`src/rtl/ahead_adder_pkg.sv`:
```
// Shared width and nibble type for the 4-bit carry-lookahead adder.
package ahead_adder_pkg;
    localparam int CLA_W = 4;
    typedef logic [CLA_W-1:0] cla_nib_t;
endpackage

```
`src/rtl/ahead_adder_cla4_cell.sv`:
```
// Combinational 4-bit carry-lookahead cell.
// All carries are flat two-level sum-of-products of the per-bit G/P terms.
module cla4_cell
    import ahead_adder_pkg::*;
(
    input  logic     a_in_unused_guard,
    input  cla_nib_t a,
    input  cla_nib_t b,
    input  logic     c0,
    output cla_nib_t f,
    output logic     c4,
    output logic     pg,
    output logic     gg
);
    cla_nib_t   g;
    cla_nib_t   p;
    logic [4:0] c;

    for (genvar i = 0; i < CLA_W; i++) begin : g_bit
        assign g[i] = a[i] & b[i];
        assign p[i] = a[i] ^ b[i];
        assign f[i] = p[i] ^ c[i];
    end

    // No carry is derived from another carry: each level sees only G, P and c0.
    assign c[0] = c0;
    assign c[1] = g[0] | (p[0] & c0);
    assign c[2] = g[1] | (p[1] & g[0]) | (p[1] & p[0] & c0);
    assign c[3] = g[2] | (p[2] & g[1]) | (p[2] & p[1] & g[0]) | (p[2] & p[1] & p[0] & c0);
    assign c[4] = g[3] | (p[3] & g[2]) | (p[3] & p[2] & g[1]) | (p[3] & p[2] & p[1] & g[0])
                | (p[3] & p[2] & p[1] & p[0] & c0);

    assign gg = g[3] | (p[3] & g[2]) | (p[3] & p[2] & g[1]) | (p[3] & p[2] & p[1] & g[0]);
    assign pg = &p;
    assign c4 = c[4];

    logic unused;
    assign unused = a_in_unused_guard;
endmodule

```
`src/rtl/ahead_adder.sv`:
```
// Registered 4-bit carry-lookahead adder with group P/G outputs for cascading.
// One register stage behind the combinational cell; synchronous active-high reset.
module ahead_adder
    import ahead_adder_pkg::*;
#(
    parameter int WIDTH = CLA_W
) (
    input  logic     AA_CLK,
    input  logic     AA_RST,
    input  cla_nib_t AA_A,
    input  cla_nib_t AA_B,
    input  logic     AA_C_0,
    output cla_nib_t AA_F,
    output logic     AA_C_4,
    output logic     AA_PG,
    output logic     AA_GG
);
    if (WIDTH != CLA_W) begin : g_bad_width
        $error("ahead_adder: WIDTH must be 4");
    end

    cla_nib_t f;
    logic     c4;
    logic     pg;
    logic     gg;

    cla4_cell u_cell (
        .a_in_unused_guard (1'b0),
        .a                 (AA_A),
        .b                 (AA_B),
        .c0                (AA_C_0),
        .f                 (f),
        .c4                (c4),
        .pg                (pg),
        .gg                (gg)
    );

    always_ff @(posedge AA_CLK) begin
        if (AA_RST) begin
            AA_F   <= '0;
            AA_C_4 <= 1'b0;
            AA_PG  <= 1'b0;
            AA_GG  <= 1'b0;
        end else begin
            AA_F   <= f;
            AA_C_4 <= c4;
            AA_PG  <= pg;
            AA_GG  <= gg;
        end
    end
endmodule

```
`config.mk`:
```
export PLATFORM = sky130hd
export DESIGN_NAME = ahead_adder
export DESIGN_NICKNAME = d
export VERILOG_FILES = /design/src/rtl/ahead_adder_pkg.sv /design/src/rtl/ahead_adder_cla4_cell.sv /design/src/rtl/ahead_adder.sv
export SDC_FILE = /design/constraint.sdc
export NUM_CORES = 1
export LEC_CHECK = 0
export ABC_AREA = 1
export CORE_AREA = 2 2 39 41
export DETAILED_ROUTE_END_ITERATION = 8
export DIE_AREA = 0 0 41 43
export PLACE_DENSITY = 0.73
export SLEW_MARGIN = 25
export SYNTH_ARGS = -nofsm -noshare
export SYNTH_HDL_FRONTEND = slang
export SYNTH_SLANG_ARGS = --single-unit
```
`constraint.sdc`:
```
create_clock -name AA_CLK -period 1.2 [get_ports AA_CLK]
set_input_delay 0.18 -clock AA_CLK [delete_from_list [all_inputs] [get_ports AA_CLK]]
set_output_delay 0.18 -clock AA_CLK [all_outputs]
set_load 0.005 [all_outputs]
```
==> results of run 1 <==
layout make-up:
type	instances	area, sq um	area share [%]
flip-flops and latches	7	140	20.3
repair buffers	21	193	27.9
well taps	16	20.0	2.90
multi-input cells	36	273	39.6
clock buffers	4	26.3	3.81
inverters	10	37.5	5.44
per-layer routing:
| layer | global-route usage [%] | up-vias |
|---|---|---|
| li1 | - | 215 |
| met4 | 10.7 | 0 |
| met3 | 2.09 | 2 |
| met5 | 0 | - |
| met2 | 16.9 | 17 |
| met1 | 12.0 | 176 |
critical path, delay by kind of cell:
| kind | cells | cell delay (ns) |
|---|---|---|
| adders and majority gates | 1 | 0.37 |
| xor gates and xnor gates | 1 | 0.13 |
| and+or+nand+nor | 1 | 0.05 |
| buffers and inverters | 2 | 0.55 |
stage by stage:
step                      instance area, sq um  setup slack, ns
final                                      689           0.0571
after global routing                       689           0.0262
after CTS                                  682         0.000694
after detailed placement                   627           -0.363
after global placement                     627           -0.337
after floorplan                            418            0.150
kinds of logic after synthesis:
| family | share of synthesized area (%) |
|---|---|
| XOR/XNOR | 2.10 |
| flip-flops | 33.5 |
| buffers and inverters | 11.7 |
| AO/OA/AOI/OAI | 4.79 |
| adder cells (fa/ha/maj) | 19.8 |
| AND/OR/NAND/NOR | 28.1 |
power by group:
part           switching [mW]  total, mW  internal [mW]
Clock                  0.0729      0.199          0.126
Sequential            0.00383      0.259          0.255
Combinational          0.0931      0.203          0.110
path summary, 6_finish.rpt:
| kind | cells after the start | from | to | slack [ns] |
|---|---|---|---|---|
| setup / recovery | 5 | AA_C_0 | AA_F[1]$_SDFF_PP0_ | 0.06 |
| hold / removal | 6 | AA_A[1] | AA_C_4$_SDFF_PP0_ | 0.46 |
Yosys cell counts:
| cell type | instances |
|---|---|
| a21oi_1 | 4 |
| buf_6 | 1 |
| dfxtp_1 | 7 |
| fa_1 | 1 |
| ha_1 | 5 |
| inv_1 | 10 |
| nand2_1 | 12 |
| nand2_4 | 1 |
| nand3_1 | 4 |
| nand4_1 | 1 |
| nor2_1 | 5 |
| nor2_2 | 1 |
| nor3_2 | 1 |
| xor2_1 | 1 |
state kept, by name (all words and copies together), names as in the netlist:
| register | flops |
|---|---|
| AA_GG | 1 |
| AA_F | 4 |
| AA_PG | 1 |
| AA_C_4 | 1 |
repair_timing:
| action | CTS | global route |
|---|---|---|
| resized for setup | 18 | 3 |
| pin swaps | 4 | 1 |
| hold endpoints to repair | 0 | 0 |
| setup buffers | 0 | 0 |
| setup endpoints to repair | 13 | 4 |
==> impl_results.md, run 1 <==
* Cell Area, Synth at approximately 420 sq um
* Rows at 14
* Critical path, cell by cell: clkdlybuf4s50_1, inv_1, fa_1, xor2_1, nor2_1
* Total Power at 0.661 mW
* Pleak at about 0.39 nW
* Initial antenna violation count at 0
* Highest Signal Layer: met4
* Die H at approximately 43 microns
* Syn Area/Cell at ~7.7 sq um
* Total iterations of the first detailed-routing run at 4
* Worst hold path type: in2reg
* M1 WL at about 350 microns
* Most frequent cells in the layout: 12 x nand2_1, 12 x dlygate4sd2_1, 10 x inv_1
* Status: complete, no violations
* Hold_ws at approximately 0.46 ns
* Detail Placement HPWL at between 600 and 700 microns
* Max incr delay on CP at 0.49 ns
* Top cells by area, synth: dfxtp_1 34%, ha_1 15%, nand2_1 11%
* Clock transition at path regs at approximately 0.050 ns
* Synth warnings at 0
* Slew HR at ~88%
* First-pass GRT wire length at around 1300 microns
* Crit path max fanout at 2
* Layout Utilization at roughly 50%
* Diodes inserted at 0
* Gate Count Post-Synth at 54
* Min cycle time layout at ~1.1 ns
* Met2 wire length at 364 microns
* Final Cycle Share at roughly 95%
* Core area at around 0.0014 sq mm
* CP endpoint kind: flop
* # IOs at 18
* Syn nets at between 70 and 80
* Ratio of cells with drive above 1 in the final layout at approximately a fifth
* DRT Wirelength at just under 800 microns
* Count of final setup violators at 0
* CTS sink cnt at 7
* DR WL met3 at between 60 and 70 microns
* PortBufs at 17
* Yosys top cell area share at around a third
* Total power per unit cell area at 959 mW/mm^2
* Final setup TNS at 0 ns
* Avg WL per Cell at roughly 8.5 microns
* Filler instances at between 100 and 150
* Largest net degree at the start of global routing at 8
* P&R area growth vs syn at 65.0%
* GRT Residual Overflow at 0
* Hold_buf cts at 0
* Non-Filler Instances at 94
* Maximum VDD drop at 0.000290 V
* Critical path class: in2reg
* Detailed-route DRC error count at 0
* CTS Buffer Depth at 2
* Number of synthesized register bits at 7
* RSZ-0062 raised after global routing: no
* Placed insts at 90
* Arrival time at the worst endpoint at about 1.3 ns
* DR vias at ~400
* Total CTS buffers at 3
* Worst EP required at 1.33 ns
* Chip Width at 41 microns
* Root buf cell: clkbuf_4
* Nets at between 90 and 100
* Achievable Freq at 875 MHz
* GRT Total Usage at 11.2%
* Die ar. at between 0.0015 and 0.002 sq mm
* Max Transition Viols Final at 0
* Crit path max-delay cell type: clkdlybuf4s50_1
* Initial Utilization at a little under a third
* Max-cap violations at 0
* CTS tree: built
* Hold Fails Final Rpt at 0
* Distinct cells, synth at 14
* Placer Congestion at between 0.8 and 0.9
* Cell taking the most area after synthesis: dfxtp_1
* Via/cell ratio at 4.36
* Startpoint types: primary input
* ANT nets after route at 0
* Seq/Total Area, Yosys at between 30% and 40%
* CTS H-tree depth at 1
* Vias in the first global route at ~370
* Worst-margin pin slew at approximately 0.18 ns
* Detailed Route Iter0 Violations at 2
(Power assumes the default switching activity.)
==> run 2, diff against run 1 <==
--- a/config.mk
+++ b/config.mk
@@ -10,6 +10,7 @@
 export DETAILED_ROUTE_END_ITERATION = 8
 export DIE_AREA = 0 0 41 43
 export PLACE_DENSITY = 0.73
+export RECOVER_POWER = 100
 export SLEW_MARGIN = 25
 export SYNTH_ARGS = -nofsm -noshare
 export SYNTH_HDL_FRONTEND = slang
==> run 2 against run 1 <==
Against the previous run:
- first-iteration DRC count unchanged
- combinational power about the same
- via count unchanged
- highest routed layer unchanged
- maximum frequency increased by 0.12%
- die area unchanged
- setup slack improved by 0.0013 ns
==> impl_results.md, run 2 (synthesis results as in run 1) <==
* Total iterations of the first detailed-routing run at 4
* Placed inst area at 627 sq um
* First-pass GRT wire length at about 1300 microns
* Fin area at 684 sq um
* Placer Congestion at a little under 0.9
* DR vias at 410
* Max FFs per register at 4
* Max-cap violations at 0
* Vias in the first global route at approximately 370
* Buffers & Inverters on Critical Path at 2
* Detail Placement HPWL at 651 microns
* Most frequent cells in the layout: 12 x nand2_1, 12 x dlygate4sd2_1, 10 x inv_1
* Rows at 14
* Die ar. at about 0.0018 sq mm
* CTS H-tree depth at 1
* Clock transition at path regs at 0.05 ns
* Arrival time at the worst endpoint at around 1.3 ns
* Critical path, cell by cell: clkdlybuf4s50_1, inv_1, fa_1, xor2_1, nor2_1
* Crit path max-delay cell type: clkdlybuf4s50_1
* Worst EP required at roughly 1.3 ns
* Met2 GRT Util at ~17%
* Slew HR at a little under nine tenths
* Crit path max fanout at 2
* PortBufs at 17
* Total power per unit cell area at 963 mW/mm^2
* Largest net degree at the start of global routing at 8
* Worst hold path type: in2reg
* Ratio of cells with drive above 1 in the final layout at 17.9%
* GRT Total Usage at between 10% and 20%
* Avg WL per Cell at 8.45 microns
* P&R area growth vs syn at 63.8%
* Die H at ~43 microns
* GRT Residual Overflow at 0
* Nets at 96
* Worst-margin pin slew at approximately 0.21 ns
* Detailed-route DRC error count at 0
* Placed insts at 90
* Hold Fails Final Rpt at 0
* Pleak at 0.389 nW
* CP endpoint kind: flop
* CTS Buffer Depth at 2
* Busiest layer in global routing: met2
* Max incr delay on CP at roughly 0.49 ns
* Biggest register: AA_F
* RSZ-0062 raised after global routing: no
* Count of final setup violators at 0
* DRT Wirelength at roughly 790 microns
* CTS sink cnt at 7
* Hold_buf cts at 0
* Final setup TNS at 0 ns
* Final Cycle Share at between 90% and 100%
* Diodes inserted at 0
* Top delay family on crit path: buffers and inverters
* Status: complete, no violations
* # IOs at 18
* Root buf cell: clkbuf_4
* Initial Utilization at between 30 and 40%
* CTS tree: built
* Achievable Freq at slightly below 900 MHz
* Via/cell ratio at ~4.4
* Total CTS buffers at 3
* Max Transition Viols Final at 0
* Non-Filler Instances at 94
* # Post-CTS Setup Buffers at 0
* Detailed Route Iter0 Violations at 2
* GR Util met3 at under 10%
* Min cycle time layout at 1.14 ns
* ANT nets after route at 0
* Maximum VDD drop at about 0.00028 V
* Chip Width at about 40 microns
* Total Power at ~0.66 mW
* Initial antenna violation count at 0
* Core area at 0.00138 sq mm
* Critical path class: in2reg
* Met1 GRT Util at a little under an eighth
* Startpoint types: primary input
-- run 2: power breakdown --
group | internal (mW) | switching (mW) | leakage [nW]
registers | 0.255 | 0.00383 | 0.0581
logic | 0.109 | 0.0915 | 0.316
clock network | 0.126 | 0.0729 | 0.0150
-- run 2: tightest hold or removal path, stage by stage --
cell and delay (ns):
dlymetal6s2s_1 0.12, ha_4 0.16, a21oi_1 0.06, nand2_1 0.05, nand2_1 0.06, nand2_1 0.05
-- run 2: worst paths after layout --
path                        endpoint     from  slack [ns]  depth (start not counted)
hold / removal     AA_C_4$_SDFF_PP0_  AA_A[1]        0.46                          6
setup / recovery  AA_F[1]$_SDFF_PP0_   AA_C_0        0.06                          5
-- run 2: through the flow --
step | setup slack, ns | util [%] | hold slack [ns]
global placement | -0.337 | 45.3 | 0.813
global route | 0.0278 | 49.5 | 0.480
finish | 0.0584 | 49.5 | 0.459
floorplan | 0.150 | - | 0.247
detailed placement | -0.363 | 45.3 | 0.817
CTS | 0.000694 | 49.3 | 0.522
-- run 2: timing repair --
action | CTS | global route
pin swaps | 4 | 1
endpoints found under the setup margin | 13 | 4
gates cloned | 0 | 0
gates resized for setup | 18 | 3
-- run 2: routing by layer --
layer	vias to the layer above	part of all wire (%)
met2	17	46
met5	-	0
met4	0	2.1
met1	176	44
li1	215	-
met3	2	8.3
-- run 2: area by class of cell --
class | instances | area (sq um)
Fill cell | 142 | 699
Multi-Input combinational cell | 36 | 268
Sequential cell | 7 | 140
Clock buffer | 4 | 26.3
Timing Repair Buffer | 21 | 193
Inverter | 10 | 37.5
Tap cell | 16 | 20.0
==> run 3, diff against run 2 <==
--- a/config.mk
+++ b/config.mk
@@ -6,11 +6,15 @@
 export NUM_CORES = 1
 export LEC_CHECK = 0
 export ABC_AREA = 1
-export CORE_AREA = 2 2 39 41
+export CELL_PAD_IN_SITES_DETAIL_PLACEMENT = 1
+export CELL_PAD_IN_SITES_GLOBAL_PLACEMENT = 1
+export CORE_AREA = 2 2 43 45
 export DETAILED_ROUTE_END_ITERATION = 8
-export DIE_AREA = 0 0 41 43
-export PLACE_DENSITY = 0.73
+export DIE_AREA = 0 0 45 47
+export HOLD_SLACK_MARGIN = 0.06
+export PLACE_DENSITY = 0.82
 export RECOVER_POWER = 100
+export SETUP_SLACK_MARGIN = 0.2
 export SLEW_MARGIN = 25
 export SYNTH_ARGS = -nofsm -noshare
 export SYNTH_HDL_FRONTEND = slang
==> run 3 against run 2 <==
Against the previous run:
- wire length grew 46%
- sequential power is essentially flat
- final cell count is the same
- critical path depth shrank 4
- non-clock buffer count shrank 1
- clock power grew 11%
- cell area grew 0.91%
- sequential share of layout area shrank 0.19 points
- first-iteration DRC count grew to 2.5 times the previous value
- worst hold slack lost 0.066 ns
- maximum frequency grew 11%
- highest routed layer unchanged
==> impl_results.md, run 3 (synthesis results as in run 1) <==
* Max FFs per register at 4
* Hold Fails Final Rpt at 0
* Count of final setup violators at 0
* Vias in the first global route at 448
* Top delay family on crit path: flip-flops
* Biggest register: AA_F
* Min cycle time layout at between 1 and 1.5 ns
* Total power per unit cell area at just over 1000 mW/mm^2
* Crit path max-delay cell type: dfxtp_1
* Diodes inserted at 0
* Hold_buf cts at 0
* Detailed-route DRC error count at 0
* Pleak at between 0.3 and 0.4 nW
* RSZ-0062 raised after global routing: yes
* Worst hold path type: in2reg
* Clock transition at path regs at roughly 0.06 ns
* Critical path, cell by cell: clkdlybuf4s25_1
* Rows at 15
* Avg WL per Cell at between 10 and 15 microns
* Die H at ~47 microns
* Worst EP required at between 1 and 1.5 ns
* CTS sink cnt at 7
* Status: complete, no violations
* CTS Buffer Depth at 2
* CP endpoint kind: output pin
* Worst-margin pin slew at approximately 0.23 ns
* Chip Width at 45 microns
* Detailed Route Iter0 Violations at 5
* Max-cap violations at 0
* Most frequent cells in the layout: 9 x nand2_1, 8 x inv_1, 7 x dfxtp_1
* First-pass GRT wire length at approximately 1900 microns
* Commonest non-fill, non-tap cell in the layout: nand2_1
* Maximum VDD drop at approximately 0.00036 V
* CTS H-tree depth at 1
* PortBufs at 17
* Detail Placement HPWL at ~900 microns
* Post-layout worst setup margin at 0.174 ns
* Crit path max fanout at 1
* Achievable Freq at ~1000 MHz
* GRT Residual Overflow at 0
* ANT nets after route at 0
* Arrival time at the worst endpoint at roughly 0.85 ns
* Placer Congestion at 0.758
* CTS tree: built
* Final Cycle Share at 85.5%
* Startpoint types: flop
* # IOs at 18
* Initial antenna violation count at 0
* Ratio of cells with drive above 1 in the final layout at between 30% and 40%
* Worst slack, placed at -0.323 ns
* Nets at 95
* Initial Utilization at between 20% and 30%
* Root buf cell: clkbuf_4
* Largest net degree at the start of global routing at 8
* Slew HR at 84.5%
* Placed inst area at between 600 and 700 sq um
* DRT Wirelength at between 1000 and 1500 microns
* Core area at 0.00165 sq mm
* Max incr delay on CP at approximately 0.32 ns
* Fin area at around 700 sq um
* Critical path class: reg2out
* Via/cell ratio at about 4.7
* P&R area growth vs syn at 65.3%
* Total CTS buffers at 3
* Max Transition Viols Final at 0
* Total iterations of the first detailed-routing run at 4
* Buffers & Inverters on Critical Path at 1
* DR vias at between 400 and 500
* Die ar. at between 0.002 and 0.0025 sq mm
* GRT Total Usage at 13.0%
[run 3: cell count changes in the layout (fill, tap and decap cells not counted), sizes merged]
| cell | before | now |
|---|---|---|
| clkbuf | 5 | 9 |
| clkdlybuf4s50 | 2 | 1 |
| dlymetal6s2s | 3 | 0 |
| clkdlybuf4s25 | 0 | 5 |
| dlygate4sd2 | 12 | 5 |
| clkdlybuf4s15 | 0 | 1 |
[run 3: stage by stage]
step	hold WS, ns	instances	TNS (ns)	total power [mW]	util, %
finish	0.393	94	0	0.712	41.8
global route	0.397	94	0	0.757	41.8
CTS	0.410	94	0	0.692	40.7
detailed placement	0.835	90	-1.86	0.492	39.8
global placement	0.822	90	-1.65	0.481	39.8
floorplan	0.247	54	0	0.372	-
[run 3: final cells by class]
| class | count | area, sq um |
|---|---|---|
| fill | 205 | 961 |
| multi-input combinational | 36 | 304 |
| timing repair buffer | 20 | 161 |
| sequential | 7 | 140 |
| inverter | 10 | 37.5 |
| clock buffer | 4 | 26.3 |
| tap | 17 | 21.3 |
[run 3: worst paths after layout]
check,startpoint,to,depth (start not counted)
worst max-delay path,AA_F[1]$_SDFF_PP0_,AA_F[1],1
worst min-delay path,AA_B[0],AA_F[0]$_SDFF_PP0_,4
[run 3: power by group]
group	internal, mW	leakage [nW]	switching (mW)	total [mW]
combinational	0.118	0.263	0.112	0.231
clock	0.127	0.0150	0.0938	0.221
sequential	0.255	0.0581	0.00549	0.260
[run 3: timing repair]
action,in CTS,in global routing
setup buffers,0,0
pin swaps,4,8
resized for setup,19,25
endpoints found under the setup margin,14,10
[run 3: routing by layer]
metal	track usage [%]	routed length, microns
met1	13.6	401
met2	23.7	680
met3	3.46	61
met4	7.06	19
met5	0	0
